$ cat src/rtl/jtag_pkg.sv
// Shared TAP definitions: IEEE 1149.1 state encoding, the IR capture pattern
// and the TAP next-state function used by the FSM.
package jtag_pkg;

    // Encoding matches the IEEE 1149.1 reference diagram so tap_state can be
    // read directly against a standard JTAG debugger trace.
    typedef enum logic [3:0] {
        TAP_EX2DR   = 4'h0,
        TAP_EX1DR   = 4'h1,
        TAP_SHDR    = 4'h2,
        TAP_PAUSEDR = 4'h3,
        TAP_SELIR   = 4'h4,
        TAP_UPDDR   = 4'h5,
        TAP_CAPDR   = 4'h6,
        TAP_SELDR   = 4'h7,
        TAP_EX2IR   = 4'h8,
        TAP_EX1IR   = 4'h9,
        TAP_SHIR    = 4'hA,
        TAP_PAUSEIR = 4'hB,
        TAP_RTI     = 4'hC,
        TAP_UPDIR   = 4'hD,
        TAP_CAPIR   = 4'hE,
        TAP_TLR     = 4'hF
    } tap_state_e;

    // Low two bits loaded into the IR shift register in Capture-IR; the
    // remaining upper bits are zero-extended by the user of this constant.
    localparam logic [1:0] IR_CAPTURE_LSBS = 2'b01;

    localparam int IDCODE_W = 32;

    // One step of the 16-state TAP diagram for a given TMS sample.
    function automatic tap_state_e tap_next_state(input tap_state_e cur, input logic tms);
        tap_state_e nxt;
        case (cur)
            TAP_TLR:     nxt = tms ? TAP_TLR     : TAP_RTI;
            TAP_RTI:     nxt = tms ? TAP_SELDR   : TAP_RTI;
            TAP_SELDR:   nxt = tms ? TAP_SELIR   : TAP_CAPDR;
            TAP_CAPDR:   nxt = tms ? TAP_EX1DR   : TAP_SHDR;
            TAP_SHDR:    nxt = tms ? TAP_EX1DR   : TAP_SHDR;
            TAP_EX1DR:   nxt = tms ? TAP_UPDDR   : TAP_PAUSEDR;
            TAP_PAUSEDR: nxt = tms ? TAP_EX2DR   : TAP_PAUSEDR;
            TAP_EX2DR:   nxt = tms ? TAP_UPDDR   : TAP_SHDR;
            TAP_UPDDR:   nxt = tms ? TAP_SELDR   : TAP_RTI;
            TAP_SELIR:   nxt = tms ? TAP_TLR     : TAP_CAPIR;
            TAP_CAPIR:   nxt = tms ? TAP_EX1IR   : TAP_SHIR;
            TAP_SHIR:    nxt = tms ? TAP_EX1IR   : TAP_SHIR;
            TAP_EX1IR:   nxt = tms ? TAP_UPDIR   : TAP_PAUSEIR;
            TAP_PAUSEIR: nxt = tms ? TAP_EX2IR   : TAP_PAUSEIR;
            TAP_EX2IR:   nxt = tms ? TAP_UPDIR   : TAP_SHIR;
            TAP_UPDIR:   nxt = tms ? TAP_SELDR   : TAP_RTI;
            default:     nxt = TAP_TLR;
        endcase
        return nxt;
    endfunction

endpackage

$ cat src/rtl/jtag_tap_fsm.sv
// TAP controller state machine: state register plus next-state decode only.
// The next state is exported so the datapath can act on entry to TLR.
module jtag_tap_fsm
    import jtag_pkg::*;
(
    input  logic       TCLK,
    input  logic       TRST,
    input  logic       TMS,
    output tap_state_e state,
    output tap_state_e next_state,
    output logic       tlr
);

    tap_state_e state_r;
    tap_state_e next_state_s;
    logic       tlr_r;

    assign next_state_s = tap_next_state(state_r, TMS);

    // Advance the TAP one state per rising TCLK; tlr is registered alongside.
    always_ff @(posedge TCLK or negedge TRST) begin
        if (!TRST) begin
            state_r <= TAP_TLR;
            tlr_r   <= 1'b1;
        end else begin
            state_r <= next_state_s;
            tlr_r   <= (next_state_s == TAP_TLR);
        end
    end

    assign state      = state_r;
    assign next_state = next_state_s;
    assign tlr        = tlr_r;

endmodule

$ cat src/rtl/jtag_tap_param.sv
// Parametrised JTAG TAP: instruction register, opcode decode, IDCODE and
// bypass data registers, external chain select and falling-edge TDO retiming.
// Every register action belongs to the state being left on that rising edge.
module jtag_tap_param
    import jtag_pkg::*;
#(
    parameter int                IR_W       = 4,
    parameter int                N_CHAINS   = 2,
    parameter logic [31:0]       IDCODE_VAL = 32'h1000_0001,
    parameter logic [IR_W-1:0]   IDCODE_OP  = {{(IR_W-1){1'b1}}, 1'b0}
) (
    input  logic                TCLK,
    input  logic                TRST,
    input  logic                TMS,
    input  logic                TDI,
    output logic                TDO,
    output logic                TDO_en,
    input  logic [N_CHAINS-1:0] chain_tdo,
    output logic [N_CHAINS-1:0] chain_sel,
    output logic                capture_dr,
    output logic                shift_dr,
    output logic                update_dr,
    output logic [IR_W-1:0]     ir_q,
    output logic [3:0]          tap_state,
    output logic                tlr
);

    localparam logic [IR_W-1:0] IR_CAPTURE = IR_W'(IR_CAPTURE_LSBS);

    tap_state_e             state_s;
    tap_state_e             next_state_s;
    logic                   tlr_s;

    logic [IR_W-1:0]        ir_shift_r;
    logic [IR_W-1:0]        ir_r;
    logic [N_CHAINS-1:0]    chain_sel_r;
    logic [IDCODE_W-1:0]    idcode_shift_r;
    logic                   bypass_r;
    logic                   tdo_r;
    logic                   tdo_en_r;

    logic                   sel_chain_s;
    logic                   sel_idcode_s;
    logic                   sel_bypass_s;
    logic                   tdo_next_s;
    logic                   tdo_en_next_s;

    // One-hot chain select for an opcode; zero for IDCODE, bypass and any
    // other opcode at or above N_CHAINS.
    function automatic logic [N_CHAINS-1:0] decode_chain(input logic [IR_W-1:0] op);
        logic [N_CHAINS-1:0] sel;
        sel = {N_CHAINS{1'b0}};
        for (int i = 0; i < N_CHAINS; i++) begin
            sel[i] = (op == IR_W'(i));
        end
        return sel;
    endfunction

    jtag_tap_fsm u_fsm (
        .TCLK       (TCLK),
        .TRST       (TRST),
        .TMS        (TMS),
        .state      (state_s),
        .next_state (next_state_s),
        .tlr        (tlr_s)
    );

    // Chain select is kept in step with ir_r, so decode here is a plain view.
    assign sel_chain_s  = |chain_sel_r;
    assign sel_idcode_s = (ir_r == IDCODE_OP) & ~sel_chain_s;
    assign sel_bypass_s = ~sel_chain_s & ~sel_idcode_s;

    // Instruction register: capture, shift and update, with IDCODE forced
    // from the edge that enters TLR onwards so ir_q already reads IDCODE_OP
    // in the first TLR cycle. Update-IR can never precede TLR directly.
    always_ff @(posedge TCLK or negedge TRST) begin
        if (!TRST) begin
            ir_shift_r  <= {IR_W{1'b0}};
            ir_r        <= IDCODE_OP;
            chain_sel_r <= {N_CHAINS{1'b0}};
        end else if ((state_s == TAP_TLR) || (next_state_s == TAP_TLR)) begin
            ir_r        <= IDCODE_OP;
            chain_sel_r <= decode_chain(IDCODE_OP);
        end else begin
            case (state_s)
                TAP_CAPIR: ir_shift_r <= IR_CAPTURE;
                TAP_SHIR:  ir_shift_r <= {TDI, ir_shift_r[IR_W-1:1]};
                TAP_UPDIR: begin
                    ir_r        <= ir_shift_r;
                    chain_sel_r <= decode_chain(ir_shift_r);
                end
                default: begin
                    ir_shift_r <= ir_shift_r;
                end
            endcase
        end
    end

    // IDCODE and bypass data registers; only the selected one captures/shifts.
    always_ff @(posedge TCLK or negedge TRST) begin
        if (!TRST) begin
            idcode_shift_r <= {IDCODE_W{1'b0}};
            bypass_r       <= 1'b0;
        end else begin
            case (state_s)
                TAP_CAPDR: begin
                    if (sel_idcode_s) begin
                        idcode_shift_r <= IDCODE_VAL;
                    end
                    if (sel_bypass_s) begin
                        bypass_r <= 1'b0;
                    end
                end
                TAP_SHDR: begin
                    if (sel_idcode_s) begin
                        idcode_shift_r <= {TDI, idcode_shift_r[IDCODE_W-1:1]};
                    end
                    if (sel_bypass_s) begin
                        bypass_r <= TDI;
                    end
                end
                default: begin
                    bypass_r <= bypass_r;
                end
            endcase
        end
    end

    // Select the serial bit presented on TDO for the current shift state.
    always_comb begin
        tdo_next_s    = 1'b0;
        tdo_en_next_s = 1'b0;
        case (state_s)
            TAP_SHIR: begin
                tdo_next_s    = ir_shift_r[0];
                tdo_en_next_s = 1'b1;
            end
            TAP_SHDR: begin
                tdo_en_next_s = 1'b1;
                if (sel_chain_s) begin
                    tdo_next_s = |(chain_tdo & chain_sel_r);
                end else if (sel_idcode_s) begin
                    tdo_next_s = idcode_shift_r[0];
                end else begin
                    tdo_next_s = bypass_r;
                end
            end
            default: begin
                tdo_next_s    = 1'b0;
                tdo_en_next_s = 1'b0;
            end
        endcase
    end

    // Retime TDO and its pad enable on the falling edge of TCLK.
    always_ff @(negedge TCLK or negedge TRST) begin
        if (!TRST) begin
            tdo_r    <= 1'b0;
            tdo_en_r <= 1'b0;
        end else begin
            tdo_r    <= tdo_next_s;
            tdo_en_r <= tdo_en_next_s;
        end
    end

    // DR strobes are pure state decodes; the chain wrapper qualifies them.
    assign capture_dr = (state_s == TAP_CAPDR);
    assign shift_dr   = (state_s == TAP_SHDR);
    assign update_dr  = (state_s == TAP_UPDDR);

    assign TDO       = tdo_r;
    assign TDO_en    = tdo_en_r;
    assign chain_sel = chain_sel_r;
    assign ir_q      = ir_r;
    assign tap_state = state_s;
    assign tlr       = tlr_s;

endmodule

$ cat config.mk
export PLATFORM = sky130hd
export DESIGN_NAME = jtag_tap_param
export DESIGN_NICKNAME = d
export VERILOG_FILES = /design/src/rtl/jtag_pkg.sv /design/src/rtl/jtag_tap_fsm.sv /design/src/rtl/jtag_tap_param.sv
export SDC_FILE = /design/constraint.sdc
export NUM_CORES = 1
export LEC_CHECK = 0
export CORE_UTILIZATION = 45
export DETAILED_ROUTE_END_ITERATION = 6
export DONT_BUFFER_PORTS = 1
export SYNTH_ARGS = -nofsm -noshare
export SYNTH_HDL_FRONTEND = slang
export SYNTH_SLANG_ARGS = --single-unit
$ cat constraint.sdc
create_clock -name TCLK -period 1.8 [get_ports TCLK]
set_clock_uncertainty 0.2 [all_clocks]
set_input_delay 0.45 -clock TCLK [delete_from_list [all_inputs] [get_ports TCLK]]
set_output_delay 0.45 -clock TCLK [all_outputs]
set_load 0.01 [all_outputs]
==> run metrics, run 1 <==
max-slew violations=0; vias per inst=5.68; ys flop type=dfrtp_1; Final Hold Vio Count=0; Layout area overhead=31.6%; port bufs=0; clock-pin slew on the worst setup and hold paths=90 ps; cell area after placement=2330 µm²; maximum VDD drop=0.000854 V; Pwr per Cell Area=1490 nW/µm²; CTS sink count=50; Synth Area in Adders=0%; Hold Path Sink=u_fsm.state[0]$_DFF_PN1_; Synth Area in Compound Gates=7.41%; Yosys reg bits=50; hold path depth=2; largest net degree at the start of global routing=49; vias=1726; Clock Latency Late Sink=310 ps; register area share after synthesis=57.9%; RePlAce Congestion=0.695; Total Wirelength=5220 µm; DRC viols=0; Post-Synth Simple-Gate Area=27.8%; first-pass GRT wire length=8650 µm; final instance area=2870 µm²; Yosys cell types=40; Filler cells=339; Die Span Y=71.6 µm; Max Cap Viol=0; relative slew slack=79.3%; crit path cell chain=nand4b_1 -> mux2i_1 -> o21ai_1 -> and3_1; # setup viols final=47; largest family of logic cells by synthesized area=simple AND/OR/NAND/NOR gates; H-tree depth=2; initial antenna violation count=0; Critical Path End Type=register; status=finished, violations left; mux contribution to synthesized area=0.919%; Inst Count DP=276; Worst path slowest cell=dfstp_2; HP Start=TMS; Crit path max-delay family=flip-flops; failing checks=setup timing; Antenna diodes=0; drt first pass iters=4; leakage=0.00143 µW; core area=4500 µm²; R2R setup slack=-580 ps; Post-Synthesis Cells=221; clock root cell=clkbuf_8; setup slack after layout=-578 ps; CTS tree=built; routed length per placed instance=17.2 µm; fraction of layout cells with a size suffix above 1=29.8%; CP max FO=2; final cell count without fillers=304; slew of the pin with the lowest slew margin=307 ps; FP Rows=24; xor and xnor area share after synthesis=0%; crit path kind=reg -> reg; Reg2Reg Depth=4; CP peak stage delay=550 ps; final net count=257; HP Class=in -> reg; TritonCTS Buffers=5; Post-Synthesis Mean Instance Area=9.86 µm²; vias in the first global route=1756; Mapped Nets=227; gr usage total=22.7%; antenna-violating nets left=0; dpl hpwl=2630 µm; RSZ-0062 raised after global routing=true; Syn. warnings=0; clock buffer depth=2; type of origin of the critical path=register; Starting Density=48.4%; die area=5120 µm²; Setup WS pre-CTS=-562 ps; Post-synth EDFFs=0; worst r2r src=ir_q[1]$_DFFE_PN1P_; CP arrival=1430 ps; asr flop ratio synth=100%; Total Power=4290 µW; CP startpoint=ir_q[1]$_DFFE_PN1P_; Netlist Area Pre-Place=2180 µm²; Crit Reg-Reg Endpoint=TDO$_DFF_NN0_; Iteration-0 DRC Markers=88; Die Wd=71.6 µm; grt ovf=0; Worst EP required=850 ps; Buf+Inv Stages, Crit Path=0; io pins=22
synth_stat cells (all sizes together), types with 2 or more instances:
library cell,n,share of area [%]
a31oi,2,0.57
nand2b,4,1.5
dfrtp,40,46
a21oi,2,0.46
inv,7,1.2
or4,2,0.86
nor2,4,0.69
nand2,67,12
nor3,2,0.69
mux2i,2,0.92
dfstp,8,9.6
o22a,3,1.2
buf,10,3.7
nand4b,2,0.80
nand3,31,7.1
o21ai,7,1.6
o2bb2ai,3,1.2
clkbuf,6,1.0
dfrtn,2,2.3
metal layers:
layer  share of wire, %  global-route usage, %  up-vias
li1                   -                      -      812
met1                 46                   30.3      865
met2                 49                   36.7       38
met3                2.7                   3.66       11
met4                2.4                   10.7        0
met5                  0                      0        -
worst register-to-register path: stages (launching register included):
cell and delay, ps:
dfstp_2 550, nand4b_1 150, mux2i_1 180, o21ai_1 70, and3_1 180
repair_timing:
item | in CTS | in global routing
hold buffers | 2 | 0
resized for setup | 25 | 9
gates cloned | 8 | 0
setup endpoints to repair | 45 | 48
endpoints found under the hold margin | 48 | 0
setup buffers | 7 | 3
pin swaps | 14 | 9
worst max-delay path by stage:
stage                     to  slack (ps)  cells after the start
6_report       TDO$_DFF_NN0_        -580                      4
5_1_grt        TDO$_DFF_NN0_        -650                      4
4_1_cts        TDO$_DFF_NN0_        -580                      4
3_5_place_dp   TDO$_DFF_NN0_        -560                      4
3_3_place_gp   TDO$_DFF_NN0_        -520                      4
2_1_floorplan  TDO$_DFF_NN0_        -630                      4
cell usage in the layout (no fill, tap or decap), types with 3 or more instances in the layout:
cell type / synthesis / final
buf_6: 5 / 5
bufbuf_16: 0 / 5
buf_8: 0 / 3
or4_4: 1 / 5
o2bb2ai_2: 0 / 3
nor2_1: 4 / 3
dfstp_2: 8 / 8
nand2b_1: 3 / 3
dfrtp_1: 40 / 40
nand2_1: 67 / 64
buf_12: 0 / 3
buf_4: 0 / 18
inv_1: 7 / 7
o21ai_0: 7 / 6
o22a_1: 3 / 3
clkbuf_8: 0 / 5
nand3_1: 31 / 30
where the power goes:
| group | internal (µW) | switching (µW) | leakage (µW) | total [µW] |
|---|---|---|---|---|
| Clock | 274 | 387 | 0.0000483 | 661 |
| Sequential | 1380 | 152 | 0.000655 | 1540 |
| Combinational | 1140 | 952 | 0.000728 | 2090 |
| Total | 2790 | 1490 | 0.00143 | 4290 |
final cells by class:
type,count,area [µm²],area share (%)
clock inverter,3,18.8,0.655
timing repair buffer,36,497,17.3
sequential,50,1260,44.0
clock buffer,5,68.8,2.40
multi-input combinational,151,930,32.4
inverter,7,26.3,0.917
tap,52,65.1,2.27
state kept, by name, indices dropped and copies added (netlist names):
| name | cells |
|---|---|
| TDO | 1 |
| TDO_en | 1 |
| bypass_r | 1 |
| chain_sel | 2 |
| idcode_shift_r | 32 |
| ir_q | 4 |
| ir_shift_r | 4 |
| u_fsm.state | 4 |
| u_fsm.tlr | 1 |
through the flow:
stage	utilization, %	TNS, ps	hold slack, ps
2_1_floorplan	-	-3310	-45.6
3_3_place_gp	51.8	-8950	-43.8
3_5_place_dp	51.8	-9860	-43.9
4_1_cts	62.2	-8260	72.7
5_1_grt	63.6	-12680	55.9
6_report	63.6	-9430	62.0
cells by family after synthesis:
| family | Yosys count |
|---|---|
| flops | 50 |
| compound gates | 23 |
| buf+inv | 23 |
| mux | 2 |
| simple gates | 123 |
(Power assumes the default switching activity.)
==> inputs of run 2 (changes only) <==
--- a/config.mk
+++ b/config.mk
@@ -5,6 +5,7 @@
 export SDC_FILE = /design/constraint.sdc
 export NUM_CORES = 1
 export LEC_CHECK = 0
+export CORE_ASPECT_RATIO = 1.2
 export CORE_UTILIZATION = 45
 export DETAILED_ROUTE_END_ITERATION = 6
 export DONT_BUFFER_PORTS = 1
==> run metrics, run 2 (synthesis gave the netlist of run 1 again) <==
status=finished, violations left; failing checks=setup timing; fraction of layout cells with a size suffix above 1=51.5%; CP max FO=2; clock buffer depth=2; clock-pin slew on the worst setup and hold paths=100 ps; slew of the pin with the lowest slew margin=351 ps; routed length per placed instance=19.3 µm; type of origin of the critical path=register; Clk pwr share=14.8%; maximum VDD drop=0.000591 V; Critical Path End Type=register; TritonCTS Buffers=5; NetSw=1630 µW; Antenna diodes=0; relative slew slack=76.5%; largest net degree at the start of global routing=49; Setup WS pre-CTS=-607 ps; Max Cap Viol=0; die area=5120 µm²; DRC viols=0; WL met1=2360 µm; worst r2r src=ir_q[1]$_DFFE_PN1P_; Final Hold Vio Count=0; Sw Ratio=35.7%; # setup viols final=48; HP Class=in -> reg; commonest non-fill, non-tap cell in the layout=nand2_1; dpl hpwl=2900 µm; crit path kind=reg -> reg; vias=1813; most frequent cells in the layout=nand2_1 (43), dfrtp_1 (40), nand2_2 (22), nand3_2 (22), buf_4 (19); Total Wirelength=6170 µm; Max Used Layer=met4; io pins=22; gr usage total=24.3%; vias in the first global route=1938; CTS sink count=50; Die Span Y=78.2 µm; met3 WL=140 µm; Worst EP required=860 ps; RSZ-0062 raised after global routing=true; RePlAce Congestion=0.774; final cell count without fillers=320; combinational fraction of design power=50.8%; port bufs=0; grt ovf=0; Iteration-0 DRC Markers=113; sequential fraction of design power=34.4%; met2 wire length=3600 µm; CTS tree=built; vias per inst=5.67; Pint=2930 µW; Starting Density=47.1%; final net count=267; core area=4630 µm²; initial antenna violation count=0; Largest Register=idcode_shift_r; first-pass GRT wire length=9320 µm; Largest register FFs=32; clock root cell=clkbuf_8; antenna-violating nets left=0; Inst Count DP=283; max-slew violations=0; FP Rows=27; setup slack after layout=-697 ps; drt first pass iters=4; Die Wd=65.5 µm; leakage=0.00150 µW; Clock Latency Late Sink=300 ps; H-tree depth=2; Pwr per Cell Area=1410 nW/µm²; Layout area overhead=48.3%; CP arrival=1560 ps; Post-Route Utilization=69.8%; CP startpoint=ir_q[1]$_DFFE_PN1P_; HP Start=TMS
-- run 2: final timing paths --
path	to	slack, ps	depth (start not counted)
hold / removal	u_fsm.state[0]$_DFF_PN1_	60	2
hold reg to reg	chain_sel[0]$_DFFE_PN0P_	290	1
max in group asynchronous	u_fsm.tlr$_DFF_PN1_	660	2
setup / recovery	TDO$_DFF_NN0_	-700	4
min in group asynchronous	TDO$_DFF_NN0_	420	0
setup reg to reg	TDO$_DFF_NN0_	-700	4
-- run 2: power by group through the flow --
stage / registers (µW) / clock network, µW / logic (µW)
after global routing: 1600 / 736 / 2420
final: 1570 / 675 / 2320
after global placement: 1530 / 0 / 1180
after detailed placement: 1540 / 0 / 1220
after CTS: 1530 / 697 / 2030
after floorplan: 1580 / 0 / 833
-- run 2: metal layers --
| layer | up-vias | track usage (%) |
|---|---|---|
| met5 | - | 0 |
| met4 | 0 | 7.17 |
| met3 | 6 | 4.65 |
| met2 | 29 | 44.8 |
| met1 | 941 | 27.8 |
| li1 | 837 | - |
-- run 2: layout make-up --
class	count	area [µm²]
fill	338	1400
inverter	7	26.3
clock buffer	6	82.6
timing repair buffer	46	596
clock inverter	2	12.5
sequential	50	1260
multi-input combinational	151	1180
tap	58	72.6
-- run 2: what timing repair did --
item / 4_1_cts / 5_1_grt
resized for setup: 42 / 65
pin swaps: 22 / 47
cloned: 12 / 3
setup buffers: 9 / 8
endpoints found under the hold margin: 48 / 0
setup endpoints to repair: 46 / 52
hold buffers: 2 / 0
-- run 2: per-stage QoR --
step / power, µW / setup TNS (ps) / cell area (µm²) / hold WS [ps]
after global placement: 2700 / -9400 / 2330 / -43.5
after floorplan: 2410 / -3310 / 2230 / -45.6
after global routing: 4750 / -17200 / 3230 / 53.0
final: 4560 / -14090 / 3230 / 63.0
after CTS: 4260 / -7750 / 2930 / 62.1
after detailed placement: 2760 / -10190 / 2330 / -43.7
-- run 2: critical path, stage by stage, from the launching register on --
cell,delay [ps]
dfstp_2,550
nand4b_1,170
mux2i_1,250
o21ai_1,100
and3_1,190
